[config.mk]
export PLATFORM = sky130hd
export DESIGN_NAME = uart_tx_frame
export DESIGN_NICKNAME = d
export VERILOG_FILES = /design/src/rtl/uart_tx_frame.sv
export SDC_FILE = /design/constraint.sdc
export NUM_CORES = 1
export LEC_CHECK = 0
export ABC_AREA = 0
export BUFFER_PORTS_ARGS = -buffer_cell sky130_fd_sc_hd__clkbuf_2
export CAP_MARGIN = 0
export CORE_MARGIN = 4
export CORE_UTILIZATION = 51
export CTS_BUF_LIST = sky130_fd_sc_hd__clkbuf_8
export CTS_CLUSTER_SIZE = 30
export DETAILED_ROUTE_END_ITERATION = 16
export PLACE_DENSITY_LB_ADDON = 0.15
export SYNTH_ARGS = -nofsm -noshare
export SYNTH_HDL_FRONTEND = slang
export SYNTH_SLANG_ARGS = --single-unit
export TNS_END_PERCENT = 10
[constraint.sdc]
create_clock -name clk -period 2.3 [get_ports clk]
set_input_delay 0.345 -clock clk [delete_from_list [all_inputs] [get_ports clk]]
set_output_delay 0.345 -clock clk [all_outputs]
set_load 0.05 [all_outputs]
[src/rtl/uart_tx_frame.sv]
// UART transmit frame engine: start bit, LSB-first data, optional parity, 1 or 2 stop bits.
// The serial line is driven straight from a flop that updates on the same edge as the FSM.
module uart_tx_frame #(
  parameter int DATA_WIDTH   = 8,
  parameter int CLKS_PER_BIT = 16
) (
  input  logic                  clk,
  input  logic                  rst,
  input  logic                  data_valid,
  input  logic [DATA_WIDTH-1:0] p_data,
  input  logic                  par_en,
  input  logic                  par_typ,
  input  logic                  stop2,
  output logic                  tx_out,
  output logic                  busy,
  output logic                  tx_done
);

  localparam int CW = (CLKS_PER_BIT > 1) ? $clog2(CLKS_PER_BIT) : 1;
  localparam int IW = $clog2(DATA_WIDTH);
  localparam logic [CW-1:0] BAUD_LAST = CW'(CLKS_PER_BIT - 1);
  localparam logic [IW-1:0] IDX_LAST  = IW'(DATA_WIDTH - 1);

  typedef enum logic [2:0] {IDLE, START, DATA, PARITY, STOP} state_t;

  state_t          state, state_nx;
  logic [CW-1:0]   baud_cnt, baud_nx;
  logic [IW-1:0]   bit_idx, idx_nx;
  logic            stop_cnt, stop_nx;
  logic            tx_nx, busy_nx, done_nx;
  logic            bit_end, accept;

  logic [DATA_WIDTH-1:0] data_q;
  logic                  par_en_q, par_typ_q, stop2_q;

  assign bit_end = (baud_cnt == BAUD_LAST);
  assign accept  = (state == IDLE) && data_valid;

  // NOTE: sequential state uses <= only; the combinational block below uses = so later
  // statements can read values computed earlier in the same pass.
  always_ff @(posedge clk) begin
    if (rst) begin
      state    <= IDLE;
      baud_cnt <= '0;
      bit_idx  <= '0;
      stop_cnt <= 1'b0;
      tx_out   <= 1'b1;
      busy     <= 1'b0;
      tx_done  <= 1'b0;
    end else begin
      state    <= state_nx;
      baud_cnt <= baud_nx;
      bit_idx  <= idx_nx;
      stop_cnt <= stop_nx;
      tx_out   <= tx_nx;
      busy     <= busy_nx;
      tx_done  <= done_nx;
    end
  end

  // NOTE: the frame payload needs no reset; it is only observed after an accept has loaded it.
  always_ff @(posedge clk) begin
    if (accept) begin
      data_q    <= p_data;
      par_en_q  <= par_en;
      par_typ_q <= par_typ;
      stop2_q   <= stop2;
    end
  end

  // NOTE: every output of this block gets a default first, so no path can infer a latch.
  always_comb begin
    state_nx = state;
    baud_nx  = baud_cnt;
    idx_nx   = bit_idx;
    stop_nx  = stop_cnt;
    tx_nx    = tx_out;
    busy_nx  = busy;
    done_nx  = 1'b0;

    unique case (state)
      IDLE: begin
        tx_nx   = 1'b1;
        busy_nx = 1'b0;
        if (data_valid) begin
          state_nx = START;
          tx_nx    = 1'b0;
          busy_nx  = 1'b1;
          baud_nx  = '0;
          stop_nx  = 1'b0;
        end
      end

      START: begin
        if (bit_end) begin
          state_nx = DATA;
          baud_nx  = '0;
          idx_nx   = '0;
          tx_nx    = data_q[0];
        end else begin
          baud_nx = baud_cnt + 1'b1;
        end
      end

      DATA: begin
        if (bit_end) begin
          baud_nx = '0;
          if (bit_idx == IDX_LAST) begin
            if (par_en_q) begin
              state_nx = PARITY;
              tx_nx    = (^data_q) ^ par_typ_q;
            end else begin
              state_nx = STOP;
              tx_nx    = 1'b1;
            end
          end else begin
            idx_nx = bit_idx + 1'b1;
            tx_nx  = data_q[idx_nx];
          end
        end else begin
          baud_nx = baud_cnt + 1'b1;
        end
      end

      PARITY: begin
        if (bit_end) begin
          state_nx = STOP;
          baud_nx  = '0;
          tx_nx    = 1'b1;
        end else begin
          baud_nx = baud_cnt + 1'b1;
        end
      end

      STOP: begin
        if (bit_end) begin
          baud_nx = '0;
          // Second stop bit reuses the baud counter; stop_cnt marks which half we are in.
          if (stop2_q && !stop_cnt) begin
            stop_nx = 1'b1;
          end else begin
            state_nx = IDLE;
            idx_nx   = '0;
            stop_nx  = 1'b0;
            busy_nx  = 1'b0;
            done_nx  = 1'b1;
          end
        end else begin
          baud_nx = baud_cnt + 1'b1;
        end
      end

      default: begin
        state_nx = IDLE;
        tx_nx    = 1'b1;
        busy_nx  = 1'b0;
      end
    endcase
  end

endmodule
# Word level (Yosys, flattened, before mapping)
# Index checks and enable logic that the tools add are counted.
[op_classes]
n_addsub = 2
order_cmp = 1
eq_ne = 14
muxes = 34
bitwise_logic = 4
n_reduce_logical = 17
[op_table]
columns = ["cell", "n"]
rows = [
  ["$mux W3", 11],
  ["$ne A2 B2 Y1 const B", 8],
  ["$pmux W3 S5", 1],
  ["$mux W1", 14],
  ["$pmux W3 S3", 1],
  ["$mux W4", 2],
  ["$pmux W4 S2", 1],
  ["$reduce_xor A8 Y1", 1],
  ["$reduce_and A7 Y1", 1],
  ["$eq A3 B2 Y1 const B", 2],
  ["$eq A3 B3 Y1 const B", 2],
  ["$reduce_and A3 Y1", 2],
  ["$reduce_and A6 Y1", 1],
  ["$reduce_or A3 Y1", 2],
  ["$pmux W1 S5", 1],
  ["$add A4 B1 Y4 const B", 1],
  ["$eq A4 B4 Y1 const B", 1],
  ["$lt A3 B4 Y1 const B", 1],
  ["$reduce_and A4 Y1", 1],
  ["$reduce_bool A2 Y1", 2],
  ["$reduce_or A4 Y1", 1],
  ["$add A3 B1 Y3 const B", 1],
  ["$bmux W1 S3", 1],
  ["$eq A3 B1 Y1 const B", 1],
  ["9 further kinds", 12],
]
[word_totals]
regBits = 25
out_inout_bits = 3
word_cells = 83

# Depth between registers and ports, before layout
# Gate-level depths: netlist of run 1.
[depth]
depth_word = 6
ltp_mapped = 7
ltp_nobuf = 6

# Worst setup path before layout of run 1
# Ideal clock, no wire load.
[synth_timing]
kind = "reg2reg"
start = "reg bit_idx[0]"
end = "reg tx_out"
setup_ps = 136
arrival_time_ps = 1747
required_time_ps = 2164
slack_ps = 417
path_stages_with_launch = 7
path_buffers = 0
cell_sequence = "dfxtp_1 ha_1 mux4_1 mux2i_1 nor2b_1 o41ai_2 o311ai_1"
[synth_between]
elab_chain_len = 6
elab_cells_between_ends = 7
[synth_lines]
columns = ["item", "line", "source"]
rows = [
  ["start, declared", "28", "logic [IW-1:0] bit_idx, idx_nx;"],
  ["start signal, assigned", "53", "bit_idx <= idx_nx;"],
  ["$add A3 B1 Y3", "117", "idx_nx = bit_idx + 1'b1;"],
  ["$bmux W1 S3", "118", "tx_nx = data_q[idx_nx];"],
  ["$mux W1 (implied by the code)", "118", ""],
  ["$mux W1 (*)", "108", "if (bit_idx == IDX_LAST) begin"],
  ["$mux W1 (*)", "106", "if (bit_end) begin"],
  ["$pmux W1 S5 (*)", "81", "unique case (state)"],
  ["end signal, assigned", "55", "tx_out <= tx_nx;"],
  ["end, declared", "14", "output logic tx_out,"],
]
# Every way passes the cells marked *; elsewhere a longest branch is shown, timed or not. The select of a mux whose other input is x is not followed.
# A chain may end at the register's enable or synchronous reset.

# Worst setup path after layout of run 1
# Same ends and word-level chain as after synthesis.

==> results.cfg, run 1 <==
[floorplan]
start_util_pct = 53.8
die_w_um = 59.1
fp.dieH_um = 59.1
die-area_um2 = 3500
core-area_um2 = 2480
io_pins = 17
row_count = 18

[detailed_routing]
drc = 0
wirelength_um = 2680
drt_iter0_drc = 43
vias = 1082
postRouteAntennaNets = 0
avgRoutedWirePerCell_um = 14.9
vias_per_cell = 6.01
drt_pass1_iterations = 4

[placed_design]
dp_hpwl_um = 1950
place_area_um2 = 1430
gp_congestion = 0.754
portBuffers = 16

[logic_synthesis]
synth_edf_count = 11
ys_seq_elements = 25
yosysMostFrequentCell = dfxtp_1
synth-seq-area-share_pct = 45.8
synth-async-reset-ratio_pct = 0
synth_common_cells = 14 x dfxtp_1, 12 x a21oi_1, 11 x edfxtp_1, 9 x nand2_1, 9 x o21ai_0
synth_area_um2 = 1330
yosysTopAreaCellShare_pct = 24.8
synth_ff_type = dfxtp_1
syn_avg_cell_area_um2 = 9.95
synth_top_cell_by_area = edfxtp_1
synth_cell_types = 38
synth_cells = 134
ys_warn_count = 0
synth_nets = 151
synthTopCellsByArea = edfxtp_1 25%, dfxtp_1 21%, a21oi_1 4.5%

[clocking]
clk_path_buf_depth = 2
cts_htree_levels = 1
clkTransAtPathRegs_ns = 0.09
clock_latency_ns = 0.27
tritoncts = yes
hold_buffers = 0
numCtsBuffers = 3
clockRootBuffer = clkbuf_8
cts_setup_buffers = 0
clock_sinks = 25
cts_resized = 0

[setup_path]
cp_max_fo = 5
cp-start-kind = register
reg2reg_from = bit_idx[0]
reg2reg_to = tx_out
cp.arrival_ns = 2.22
cpPeakStageDelay_ns = 0.56
crit_chain = ha_1 > mux4_1 > mux2i_1 > nor2b_1 > o41ai_2 > o311ai_1
critPathCaptureType = register
critical_path.top_delay_family = multiplexers
regToRegSetupSlack_ns = 0.23
critPathSlowestCell = mux4_1
cp.required_ns = 2.45
crit_buf_inv = 0
critPathKind = reg -> reg
rr_worst_depth = 6

[grt]
grt_overflow = 0
antenna_found_initial = 0
grt_pass1_wl_um = 4540
grt_pass1_vias = 1048
gr-usage-all-layers_pct = 17.3
grt_max_degree = 16

[finish]
diodes = 0
finish.utilization_pct = 59.7
area_growth_pct = 11.0
fillerInstances = 232
drive_above_1_share_pct = 18.7
finalNetCount = 168
post-route-cell-area_um2 = 1480
multi_input_area_um2 = 662
ff_latch_area_um2 = 611

[power]
ir_drop_v = 0.000481
p_leak_nw = 0.553
power.density_nw_per_um2 = 592

[timing]
rsz0062_at_grt = no
hold_viol_final = 0
period_needed_ns = 2.07
relSlewSlack_pct = 71.6
fmax_mhz = 483
skew_ns = 0.00547
drv_slew = 0
tns_ns = 0
finalSetupViolations = 0
fin_crit_sh_pct = 90.0
worst_slew_pin_slew_ns = 0.426

[hold_path]
hold_class = in -> reg
min_from = p_data[2]
worstHoldPathCells = 1
hold_end = data_q[2]

[run]
max_cap_viol_count = 0

[status]
status = completed
final cells by class:
cell class              count  share of cell area (%)
repair buffers             20                    7.44
clock buffers               3                    2.79
flip-flops and latches     25                    41.3
multi-input cells          98                    44.7
well taps                  30                    2.54
inverters                   3                   0.761
clock inverters             1                   0.507
how the worst max path moves through the flow:
stage	startpoint	to	slack, ns	cells after the start
floorplan	bit_idx[0]	tx_out	0.42	6
global placement	bit_idx[0]	tx_out	0.36	6
detailed placement	bit_idx[0]	tx_out	0.22	6
CTS	bit_idx[0]	tx_out	0.22	6
global route	bit_idx[0]	tx_out	0.06	6
finish	bit_idx[0]	tx_out	0.23	6
flip-flops by register name, summed over array words and instances (netlist names):
signal	flops
bit_idx	3
data_q	8
tx_out	1
par_typ_q	1
state	3
stop_cnt	1
tx_done	1
stop2_q	1
baud_cnt	4
par_en_q	1
busy	1
report_power, final:
group / total (W) / internal (W) / leakage [nW] / switching, W
logic: 0.000109 / 0.0000484 / 0.312 / 0.0000607
clock network: 0.000270 / 0.000123 / 0.0217 / 0.000147
registers: 0.000497 / 0.000482 / 0.219 / 0.0000145
total: 0.000876 / 0.000654 / 0.553 / 0.000222
per-layer routing:
| layer | wire length, um | vias up | global-route usage, % |
|---|---|---|---|
| met1 | 1260 | 492 | 22.0 |
| li1 | - | 534 | - |
| met3 | 184 | 9 | 5.66 |
| met2 | 1160 | 47 | 27.3 |
| met4 | 78 | 0 | 6.15 |
| met5 | 0 | - | 0 |
metrics by stage:
stage | setup slack (ns) | power (W) | std cells | hold WS [ns]
after floorplan | 0.417 | 0.000586 | 134 | 0.428
final | 0.229 | 0.000876 | 180 | 0.238
after detailed placement | 0.223 | 0.000615 | 176 | 0.463
after global placement | 0.356 | 0.000614 | 176 | 0.462
after global routing | 0.0626 | 0.000921 | 180 | 0.221
after CTS | 0.220 | 0.000884 | 180 | 0.233
kinds of logic after synthesis:
group | synth area share, %
adders and majority gates | 2.81
AOI/OAI and AO/OA | 19.0
DFF | 45.8
buffers and inverters | 4.60
and+or+nand+nor | 17.7
muxes | 5.44
xor gates and xnor gates | 4.60
cell usage in the layout, fill, tap and decap left out, drive strengths merged, types with 2 or more instances in the layout:
cell     synthesis  layout
nand2            9       9
a21oi           12      12
o21ai            9       9
nand4            2       2
xnor2            6       6
or2              2       2
a2111oi          3       3
nor3             5       5
o21bai           2       2
a221oi           2       2
dfxtp           14      14
and3             3       3
mux2i            2       2
edfxtp          11      11
nor2             8       8
clkbuf           1      19
or3              3       3
buf              7       4
nor2b            3       3
ha               3       3
mux4             2       2
a211oi           4       4
inv              3       3
nand3            6       6
(Power assumes the default switching activity.)
==> run 2: changes to the inputs <==
--- a/config.mk
+++ b/config.mk
@@ -9,11 +9,12 @@
 export BUFFER_PORTS_ARGS = -buffer_cell sky130_fd_sc_hd__clkbuf_2
 export CAP_MARGIN = 0
 export CORE_MARGIN = 4
-export CORE_UTILIZATION = 51
+export CORE_UTILIZATION = 40
 export CTS_BUF_LIST = sky130_fd_sc_hd__clkbuf_8
 export CTS_CLUSTER_SIZE = 30
 export DETAILED_ROUTE_END_ITERATION = 16
 export PLACE_DENSITY_LB_ADDON = 0.15
+export SKIP_CTS_REPAIR_TIMING = 1
 export SYNTH_ARGS = -nofsm -noshare
 export SYNTH_HDL_FRONTEND = slang
 export SYNTH_SLANG_ARGS = --single-unit
==> constraint.sdc (replaced) <==
create_clock -name clk -period 2.06 [get_ports clk]
set_input_delay 0.309 -clock clk [delete_from_list [all_inputs] [get_ports clk]]
set_output_delay 0.309 -clock clk [all_outputs]
set_load 0.05 [all_outputs]
==> run 2 against run 1 <==
Against the previous run: die area up 24%; sequential share of layout area down 0.67 points; first-iteration DRC count up 84%; critical endpoint unchanged.
==> results.cfg, run 2 (synthesis results as in run 1) <==
[grt]
grt_max_degree = 15
grt_pass1_wl_um = 4720
gr-usage-all-layers_pct = 13.9
grt_overflow = 0
antenna_found_initial = 0
grt_pass1_vias = 989

[timing]
rsz0062_at_grt = no
fin_crit_sh_pct = 92.5
fin_hold_ws_ns = 0.210
period_needed_ns = 1.91
hold_viol_final = 0
worst_slew_pin_slew_ns = 0.456
skew_ns = 0.00624
relSlewSlack_pct = 69.5
finalSetupViolations = 0
fmax_mhz = 525
fin_ws_ns = 0.154
drv_slew = 0
tns_ns = 0

[floorplan]
fp.dieH_um = 65.7
die-area_um2 = 4320
core-area_um2 = 3130
io_pins = 17
row_count = 20
start_util_pct = 42.6
die_w_um = 65.7

[placed_design]
gp_congestion = 0.811
portBuffers = 16
dp_hpwl_um = 2010
place_inst = 190
place_area_um2 = 1450
pre_cts_ws_ns = 0.0189

[run]
max_cap_viol_count = 0

[setup_path]
cp.arrival_ns = 2.05
regToRegSetupSlack_ns = 0.15
cp_max_fo = 5
crit_chain = ha_4 > mux4_1 > mux2i_1 > nor2b_1 > o41ai_2 > o311ai_1
reg2reg_to = tx_out
critPathSlowestCell = mux4_1
critPathKind = reg -> reg
cp.required_ns = 2.20
cp-start-kind = register
cpPeakStageDelay_ns = 0.55
crit_path_start = bit_idx[0]
critPathCaptureType = register
reg2reg_from = bit_idx[0]
rr_worst_depth = 6
endpoint = tx_out

[detailed_routing]
drt_iter0_drc = 79
vias_per_cell = 5.46
drt_pass1_iterations = 4
avgRoutedWirePerCell_um = 14.0
postRouteAntennaNets = 0
vias = 1059
drc = 0
wirelength_um = 2720

[finish]
stdcell_count = 194
drive_above_1_share_pct = 19.3
fillerInstances = 288
finalNetCount = 168
final_cell_mix = 16 x clkbuf_2, 13 x dfxtp_1, 12 x a21oi_1
largest-register = data_q
area_growth_pct = 13.0
largest_registers = data_q (8), baud_cnt (4)
diodes = 0
post-route-cell-area_um2 = 1510
final_common_cell = clkbuf_2
largest_reg_flops = 8

[clocking]
clkTransAtPathRegs_ns = 0.09
clock_sinks = 25
tritoncts = yes
numCtsBuffers = 3
clk_path_buf_depth = 2
clockRootBuffer = clkbuf_8
cts_htree_levels = 1
clock_latency_ns = 0.27

[power]
p_leak_nw = 0.555
clkPwrFrac_pct = 29.9
pwr-share-seq_pct = 57.4
internal-power_w = 0.000726
switching_share_pct = 24.8
p_sw_w = 0.000240
comb_power_share_pct = 12.6
ir_drop_v = 0.000398
power.density_nw_per_um2 = 641

[status]
status = completed

[hold_path]
hold_class = in -> reg
run 2: cell count changes in the layout (fill, tap and decap cells not counted), sizes merged:
| cell | delta |
|---|---|
| inv | +1 |
| clkinvlp | -1 |
run 2: per-stage QoR:
step	total power (W)	utilization (%)
after global routing	0.00102	48.2
after global placement	0.000687	46.3
after CTS	0.000973	47.8
after floorplan	0.000654	-
final	0.000966	48.2
after detailed placement	0.000689	46.3
run 2: layout make-up:
| type | instances | area, um^2 | area share, % |
|---|---|---|---|
| Multi-Input combinational cell | 98 | 674 | 44.7 |
| Sequential cell | 25 | 612 | 40.6 |
| Timing Repair Buffer | 20 | 110 | 7.30 |
| Tap cell | 44 | 55.1 | 3.65 |
| Clock buffer | 3 | 41.3 | 2.74 |
| Inverter | 3 | 11.3 | 0.747 |
| Clock inverter | 1 | 3.75 | 0.249 |
run 2: power by group through the flow:
stage / clock (W) / combinational, W / sequential, W
after CTS: 0.000296 / 0.000122 / 0.000555
after floorplan: 0 / 0.0000838 / 0.000570
final: 0.000289 / 0.000122 / 0.000555
after global routing: 0.000319 / 0.000138 / 0.000558
after detailed placement: 0 / 0.000122 / 0.000567
after global placement: 0 / 0.000120 / 0.000566
run 2: worst min path at each step:
stage                        to  cells after the start  slack, ns   startpoint
floorplan           baud_cnt[2]                      1       0.39          rst
global placement    baud_cnt[3]                      1       0.46  baud_cnt[3]
detailed placement  baud_cnt[3]                      1       0.47  baud_cnt[3]
CTS                     stop2_q                      1       0.21        stop2
global route          data_q[7]                      1       0.20    p_data[7]
finish                  stop2_q                      1       0.21        stop2
run 2: metal layers:
layer | wire, um | vias up | track usage (%)
met1 | 1400 | 495 | 21.2
met5 | 0 | - | 0
met3 | 132 | 2 | 3.08
met2 | 1180 | 25 | 19.0
li1 | - | 537 | -
met4 | 7 | 0 | 4.40
run 2: critical path, delay by kind of cell (launching register included):
family / cells / cell delay, ns
adder cells (fa/ha/maj): 1 / 0.29
AO/OA/AOI/OAI: 2 / 0.34
flip-flops: 1 / 0.36
multiplexers: 2 / 0.72
AND/OR/NAND/NOR: 1 / 0.07
